===== src/rtl/pulse_noise_channel.sv =====
// rtl/pulse_noise_channel.sv - square/LFSR-noise tone channel with envelope, length counter and tick-paced output
module pulse_noise_channel #(
   parameter int WIDTH     = 16,
   parameter int LEN_WIDTH = 16,
   parameter int ENV_WIDTH = 12
) (
   input  logic                 clk,
   input  logic                 rstn,
   input  logic                 tick,
   input  logic                 trigger,
   input  logic                 mode,
   input  logic [WIDTH-1:0]     period,
   input  logic [WIDTH-1:0]     duty_cycle,
   input  logic [WIDTH-1:0]     volume,
   input  logic                 env_dir,
   input  logic [ENV_WIDTH-1:0] env_rate,
   input  logic [LEN_WIDTH-1:0] length,
   output logic [WIDTH-1:0]     wave,
   output logic                 sample_valid,
   output logic                 active
);

   typedef enum logic {IDLE, RUN} state_t;

   state_t               state, state_next;
   logic [WIDTH-1:0]     phase, shadow_period, shadow_duty, volume_l;
   logic                 mode_l, env_dir_l;
   logic [ENV_WIDTH-1:0] env_rate_l, env_cnt;
   logic [LEN_WIDTH-1:0] len_cnt;
   logic [3:0]           gain;
   logic [14:0]          lfsr;

   logic                 phase_wrap, level;
   logic [WIDTH-1:0]     neg_vol, raw, sample_next;
   logic [WIDTH+3:0]     raw_ext, gain_ext, product;
   logic                 unused_frac;

   // A period of 0 or 1 wraps every tick; the widened add avoids underflow.
   assign phase_wrap = ({1'b0, phase} + (WIDTH+1)'(1)) >= {1'b0, shadow_period};
   assign level      = mode_l ? ~lfsr[0] : (phase < shadow_duty);

   // Negating the most-negative amplitude saturates to the largest positive one.
   assign neg_vol  = (volume_l == {1'b1, {(WIDTH-1){1'b0}}}) ? {1'b0, {(WIDTH-1){1'b1}}}
                                                             : (~volume_l + WIDTH'(1));
   assign raw      = level ? volume_l : neg_vol;
   assign raw_ext  = {{4{raw[WIDTH-1]}}, raw};
   assign gain_ext = {{WIDTH{1'b0}}, gain};
   assign product  = WIDTH'(0) + ($signed(raw_ext) * $signed(gain_ext));
   assign unused_frac = ^product[3:0];

   // Arithmetic shift by 4 then truncate == the upper WIDTH bits of the product.
   assign sample_next = (state == RUN && !trigger) ? product[WIDTH+3:4] : '0;

   always_ff @(posedge clk or negedge rstn) begin
      if (!rstn) state <= IDLE;
      else       state <= state_next;
   end

   always_comb begin
      state_next = state;
      case (state)
         IDLE: if (trigger) state_next = RUN;
         RUN: begin
            if (trigger)                                 state_next = RUN;
            else if (tick && len_cnt == LEN_WIDTH'(1))   state_next = IDLE;
         end
         default: state_next = IDLE;
      endcase
   end

   always_comb begin
      active = (state == RUN);
   end

   always_ff @(posedge clk or negedge rstn) begin
      if (!rstn) begin
         wave          <= '0;
         sample_valid  <= 1'b0;
         phase         <= '0;
         shadow_period <= '0;
         shadow_duty   <= '0;
         volume_l      <= '0;
         mode_l        <= 1'b0;
         env_dir_l     <= 1'b0;
         env_rate_l    <= '0;
         env_cnt       <= '0;
         len_cnt       <= '0;
         gain          <= 4'd0;
         lfsr          <= 15'h7FFF;
      end else begin
         sample_valid <= tick;
         if (tick) wave <= sample_next;
         if (trigger) begin
            shadow_period <= period;
            shadow_duty   <= duty_cycle;
            mode_l        <= mode;
            volume_l      <= volume;
            env_dir_l     <= env_dir;
            env_rate_l    <= env_rate;
            len_cnt       <= length;
            phase         <= '0;
            env_cnt       <= '0;
            lfsr          <= 15'h7FFF;
            gain          <= (env_dir && env_rate != '0) ? 4'd0 : 4'd15;
         end else if (tick && state == RUN) begin
            // Live period/duty are only sampled at a wrap so edges never glitch.
            if (phase_wrap) begin
               phase         <= '0;
               shadow_period <= period;
               shadow_duty   <= duty_cycle;
               lfsr          <= {lfsr[0] ^ lfsr[1], lfsr[14:1]};
            end else begin
               phase <= phase + WIDTH'(1);
            end
            if (env_rate_l != '0) begin
               if (env_cnt == env_rate_l - ENV_WIDTH'(1)) begin
                  env_cnt <= '0;
                  if (env_dir_l && gain != 4'd15)      gain <= gain + 4'd1;
                  else if (!env_dir_l && gain != 4'd0) gain <= gain - 4'd1;
               end else begin
                  env_cnt <= env_cnt + ENV_WIDTH'(1);
               end
            end
            if (len_cnt != '0) len_cnt <= len_cnt - LEN_WIDTH'(1);
         end
      end
   end

endmodule

===== config.mk =====
export PLATFORM = sky130hd
export DESIGN_NAME = pulse_noise_channel
export DESIGN_NICKNAME = d
export VERILOG_FILES = /design/src/rtl/pulse_noise_channel.sv
export SDC_FILE = /design/constraint.sdc
export NUM_CORES = 1
export LEC_CHECK = 0
export ABC_AREA = 1
export BUFFER_PORTS_ARGS = -buffer_cell sky130_fd_sc_hd__buf_4
export CORE_ASPECT_RATIO = 2
export CORE_MARGIN = 3
export CORE_UTILIZATION = 42
export DETAILED_ROUTE_END_ITERATION = 8
export GPL_ROUTABILITY_DRIVEN = 0
export GPL_TIMING_DRIVEN = 0
export PLACE_DENSITY = 0.57
export SYNTH_ARGS = -nofsm -noshare
export SYNTH_HDL_FRONTEND = slang
export SYNTH_SLANG_ARGS = --single-unit

===== constraint.sdc =====
create_clock -name clk -period 15.6 [get_ports clk]
set_clock_uncertainty 0.15 [all_clocks]
set_input_delay 1.56 -clock clk [delete_from_list [all_inputs] [get_ports clk]]
set_output_delay 1.56 -clock clk [all_outputs]
set_load 0.05 [all_outputs]

* Word-level counts from Yosys, hierarchy flattened
Index checks and enable logic that the tools add are counted.
Widths: inputs -> output; s select.
** Storage, ports and cells
- Input bits :: 82
- Flip-flop bits (word level) :: 143
- Output and inout port bits :: 18
- Word-level logic and storage cells :: 89
** Operators by class
- Add/subtract/negate cells :: 8
- Bitwise logic cells :: 4
- Reductions and logical operators :: 22
- Multiplexer cells :: 34
- Multiply operators :: 1
- Eq/ne operators :: 4
- $lt $le $gt $ge :: 2
** Operators by type and width (number)
- $mux 16 :: 15
- $mux 12 :: 4
- $mux 15 :: 3
- $add 16x1->16 const B :: 2
- $mux 4 :: 7
- $reduce_bool 12->1 :: 2
- $mul 16x5->20 :: 1
- $add 16x1->17 const B :: 1
- $ge 17x16->1 :: 1
- $eq 16x1->1 const B :: 1
- $eq 16x16->1 const B :: 1
- $lt 16x16->1 :: 1
- $not 16->16 :: 1
- $reduce_bool 16->1 :: 1
- $sub 16x1->16 const B :: 1
- $add 12x1->12 const B :: 1
- $eq 12x12->1 :: 1
- $sub 12x1->12 const B :: 1
- $reduce_bool 2->1 :: 5
- $logic_and 1x1->1 :: 6
- $reduce_and 2->1 :: 3
- $add 4x1->4 const B :: 1
- $mux 1 :: 4
- $ne 4x4->1 const B :: 1
- other kinds (8) :: 10

* Longest topological paths before layout
- Depth after elaboration :: 8
- Gate-level depth with buffers :: 34
- Gate-level depth less buffers :: 34

* Least setup slack after synthesis
OpenSTA, ideal clock, no wires.
- Path type :: flip-flop to flip-flop
- From :: register phase[13]
- To :: register wave[15]
- Stages on the path, launching flop included :: 28
- Clock period less this slack :: 5.036 ns
- Path slack :: 10.564 ns
- Buffers on the path :: 0
- Arrival :: 4.764 ns
- Path through :: dfrtp_1 ha_1 nand2_1 inv_1 o21ai_1 nand3_1 a21oi_1 nand2_2 nand2_4 inv_2 nand2_1 o21ai_0 a21oi_1 nor2_1 ha_1 fa_1 inv_1 fa_1 inv_1 ha_1 a21oi_1 inv_1 a31oi_1 nor2_1 a2111oi_0 nand3_1 nand2_1 o21ai_1
** Between the ends
- Longest elaborated chain between the ends :: 5
** RTL lines
- start: declaration :: RTL line 26 : logic [WIDTH-1:0] phase, shadow_period, shadow_duty, volume_l;
- start signal: assignment :: RTL line 113 : phase <= phase + WIDTH'(1);
- $lt 16x16->1 :: RTL line 40 : assign level = mode_l ? ~lfsr[0] : (phase < shadow_duty);
- $mux 1 :: RTL line 40
- $mux 16 :: RTL line 45 : assign raw = level ? volume_l : neg_vol;
- $mul 16x5->20 :: RTL line 48 : assign product = WIDTH'(0) + ($signed(raw_ext) * $signed(gain_ext));
- $mux 16 :: RTL line 52 : assign sample_next = (state == RUN && !trigger) ? product[WIDTH+3:4] : '0;
- end signal: assignment :: RTL line 92 : if (tick) wave <= sample_next;
- end: declaration :: RTL line 18 : output logic [WIDTH-1:0] wave,
Every way passes these cells.
A chain may end at the register's enable or synchronous reset.

* Final worst setup path
- From :: register phase[5]
- To :: register wave[15]
Same word-level chain as after synthesis.

==> impl_metrics.toml <==
[status]
status = "finished clean"

[timing]
hold_violations = 0
max_freq_mhz = 158.5
period_share = 0.4044
worst_pin_slew_ns = 0.9444
tns_ns = 0
period_needed_ns = 6.309
rsz0062_at_grt = "false"
setup_viol = 0
slew_headroom = 0.3541
maxSlewViolCount = 0
fin_hold_ws_ns = 0.3228

[clock_network]
path_clk_slew_ns = 0.06
clock_latency_ns = 0.44
cts_root_buffer = "clkbuf_16"
post-cts-setup-buffer-count = 0
cts_hold_buf = 0
cts_tree = "built"
h-tree-depth = 4
clkSinkCount = 143
cts_max_path_buffers = 2
cts_resized = 0
numCtsBuffers = 17

[pwr]
power.leakage_nw = 6.248
p_int_w = 0.001077
p_clk_frac = 0.218
sequentialPowerShare = 0.252
pwr-share-comb = 0.530
ir_worst_vdd_uv = 93.07
swShare = 0.4545
cellPowerDensity_nw_per_um2 = 158.5
power.switching_w = 0.0008974

[yosys]
syn_nets = 1560
synth-main-ff-cell = "dfrtp_1"
syn_avg_cell_area_um2 = 7.781
synth_area_um2 = 10670
yosys_warnings = 0
seq_area_frac_synth = 0.3372
async_flop_share = 1.000
ys_types = 56
synthCells = 1371
yosys_register_bits = 143
synth_edf_count = 0

[detailed_routing]
via_count = 9280
drtIter0Drc = 333
dr.pass1.iters = 5
vias_per_cell = 5.060
wirelength_um = 30030
drc = 0
ant_nets = 0
post_drt_wl_per_cell_um = 16.37

[floorplanning]
core-area_um2 = 24730
fp.dieH_um = 231.4
die_w_um = 118.7
dieArea_um2 = 27460
io_pins = 100
start_util = 0.4314
rows = 81

[grt]
grt_antenna_before_repair = 0
grt_overflow = 0
grt_pass1_wl_um = 49170
groute.usage.overall = 0.2295
first_global_vias = 10002
grt_start_max_net_pins = 80

[placement]
hpwlAfterDp_um = 24570
portBuffers = 98
dp.cells = 1802

[critical_path]
cp-end-kind = "flip-flop"
reg2reg_slack_ns = 9.29
crit_type = "reg2reg"
r2r_start = "phase[5]"
worstPathArrival_ns = 6.49
worst_ep_required_time_ns = 15.78
reg2reg_to = "wave[15]"
path_max_fanout = 10
critPathLaunchType = "flip-flop"
rr_worst_depth = 27

[worst_hold_path]
hp-start = "lfsr[2]"
whs_endpoint = "lfsr[2]"
whs_path_depth = 2
hold_class = "reg2reg"

[layout]
layout.nets = 1678
nFillCells = 2549
num_antenna_cells = 0
area_delta_synth_final_pct = 16.77
layout-drive-gt1-share = 0.1771
fin_cells = 1834

[job]
drv_cap = 0
## routing by layer
metal / global-route usage / vias up / part of all wire
met5: 0 / - / 0
li1: - / 4624 / -
met1: 0.1958 / 4420 / 0.32
met3: 0.03468 / 83 / 0.025
met2: 0.4712 / 153 / 0.59
met4: 0.1498 / 0 / 0.068
## cell usage in the layout (no fill, tap or decap), types with 7 or more instances in the layout
cell type / synthesis / routed
clkbuf_1: 21 / 24
nand2_2: 36 / 36
nor4_1: 7 / 7
inv_2: 11 / 11
nand2_1: 257 / 257
a21oi_1: 47 / 47
o21ai_1: 24 / 24
inv_1: 200 / 200
dfrtp_1: 128 / 128
clkbuf_16: 0 / 17
dfstp_2: 15 / 15
nor2_1: 162 / 162
buf_4: 3 / 100
or2_2: 7 / 7
ha_1: 75 / 75
nor3_1: 23 / 23
fa_1: 32 / 32
buf_6: 6 / 7
xnor2_1: 11 / 11
xor2_1: 39 / 39
o21ai_0: 98 / 98
nand3_1: 40 / 40
a31oi_1: 9 / 9
o22ai_1: 10 / 10
o21ai_2: 20 / 20
nand4_1: 12 / 12
nor2_2: 9 / 9
## through the flow
step	area, µm²	power (W)	util	worst slack [ns]
2_1_floorplan	10670	0.001250	-	10.56
3_3_place_gp	11820	0.001542	0.4779	9.333
3_5_place_dp	11850	0.001558	0.4792	9.285
4_1_cts	12460	0.002000	0.5037	9.254
5_1_grt	12460	0.002165	0.5037	8.556
6_report	12460	0.001975	0.5037	9.291
## how the worst max path moves through the flow
stage | from | endpoint | slack (ns) | cells past startpoint
finish | phase[5] | wave[15] | 9.29 | 27
global placement | phase[5] | wave[15] | 9.33 | 27
floorplan | phase[13] | wave[15] | 10.56 | 27
global route | phase[5] | wave[15] | 8.56 | 27
detailed placement | phase[5] | wave[15] | 9.28 | 27
CTS | phase[5] | wave[15] | 9.25 | 27
## synthesized netlist by cell type (all sizes together), types with 3 or more instances
| cell | count | share of area |
|---|---|---|
| dfrtp | 128 | 0.30 |
| a21oi | 47 | 0.022 |
| or2 | 10 | 0.0059 |
| nor3 | 29 | 0.017 |
| nand2 | 298 | 0.12 |
| nor3b | 5 | 0.0035 |
| clkinv | 6 | 0.0026 |
| xor2 | 39 | 0.032 |
| a21o | 3 | 0.0021 |
| dfstp | 15 | 0.037 |
| a211oi | 5 | 0.0035 |
| fa | 32 | 0.060 |
| nor2 | 176 | 0.068 |
| clkbuf | 21 | 0.0074 |
| inv | 211 | 0.074 |
| buf | 13 | 0.011 |
| xnor2 | 11 | 0.0090 |
| nand3 | 44 | 0.023 |
| o31ai | 5 | 0.0048 |
| nand4 | 14 | 0.0094 |
| nor4 | 8 | 0.0053 |
| ha | 75 | 0.088 |
| nand3b | 4 | 0.0028 |
| a31oi | 9 | 0.0053 |
| o22ai | 10 | 0.0059 |
| o21ai | 143 | 0.075 |
## power groups by stage
| stage | clock network [W] | registers (W) | logic (W) |
|---|---|---|---|
| finish | 0.000430 | 0.000498 | 0.00105 |
| detailed placement | 0 | 0.000505 | 0.00105 |
| CTS | 0.000443 | 0.000498 | 0.00106 |
| global placement | 0 | 0.000504 | 0.00104 |
| floorplan | 0 | 0.000542 | 0.000708 |
| global route | 0.000456 | 0.000507 | 0.00120 |
## cell type report
type | count | area (µm²) | share of cell area
inverter | 217 | 819.5 | 0.06579
tap | 332 | 415.4 | 0.03335
buffer | 34 | 197.7 | 0.01587
timing repair buffer | 99 | 767.0 | 0.06157
clock inverter | 12 | 170.2 | 0.01366
sequential | 143 | 3597 | 0.2888
clock buffer | 20 | 436.7 | 0.03505
multi-input combinational | 977 | 6053 | 0.4859
## flip-flops by register name, summed over array words and instances (netlist names)
name	cells
env_rate_l	12
shadow_period	16
lfsr	15
volume_l	16
sample_valid	1
env_dir_l	1
active	1
mode_l	1
phase	16
shadow_duty	16
env_cnt	12
wave	16
gain	4
len_cnt	16
## critical path: stages (launching register included)
cell       delay [ns]
dfrtp_1          0.42
ha_1             0.32
a21oi_1          0.16
nor2_1           0.06
nor3_1           0.12
nand2_1          0.13
nand2_1          0.10
nand2_2          0.11
nand2_4          0.14
inv_2            0.08
nand2_1          0.19
o21ai_0          0.11
a21oi_1          0.38
nor2_1           0.09
ha_1             0.34
fa_1             0.53
inv_1            0.05
fa_1             0.53
inv_1            0.04
ha_1             0.40
a21oi_1          0.23
inv_1            0.06
a31oi_1          0.31
nor2_1           0.06
a2111oi_0        0.75
nand3_1          0.16
nand2_1          0.09
o21ai_1          0.05
## kinds of logic (layout without fill, tap and decap cells)
| kind of cell | Yosys count | count (layout) | share of synthesized area |
|---|---|---|---|
| buffers and inverters | 251 | 382 | 0.09535 |
| XOR/XNOR | 50 | 50 | 0.04105 |
| AO/OA/AOI/OAI | 230 | 230 | 0.1251 |
| AND/OR/NAND/NOR | 589 | 589 | 0.2522 |
| flip-flops | 143 | 143 | 0.3372 |
| adder cells (fa/ha/maj) | 107 | 107 | 0.1480 |
| multiplexers | 1 | 1 | 0.001056 |
Power figures use the tool's default switching activity.
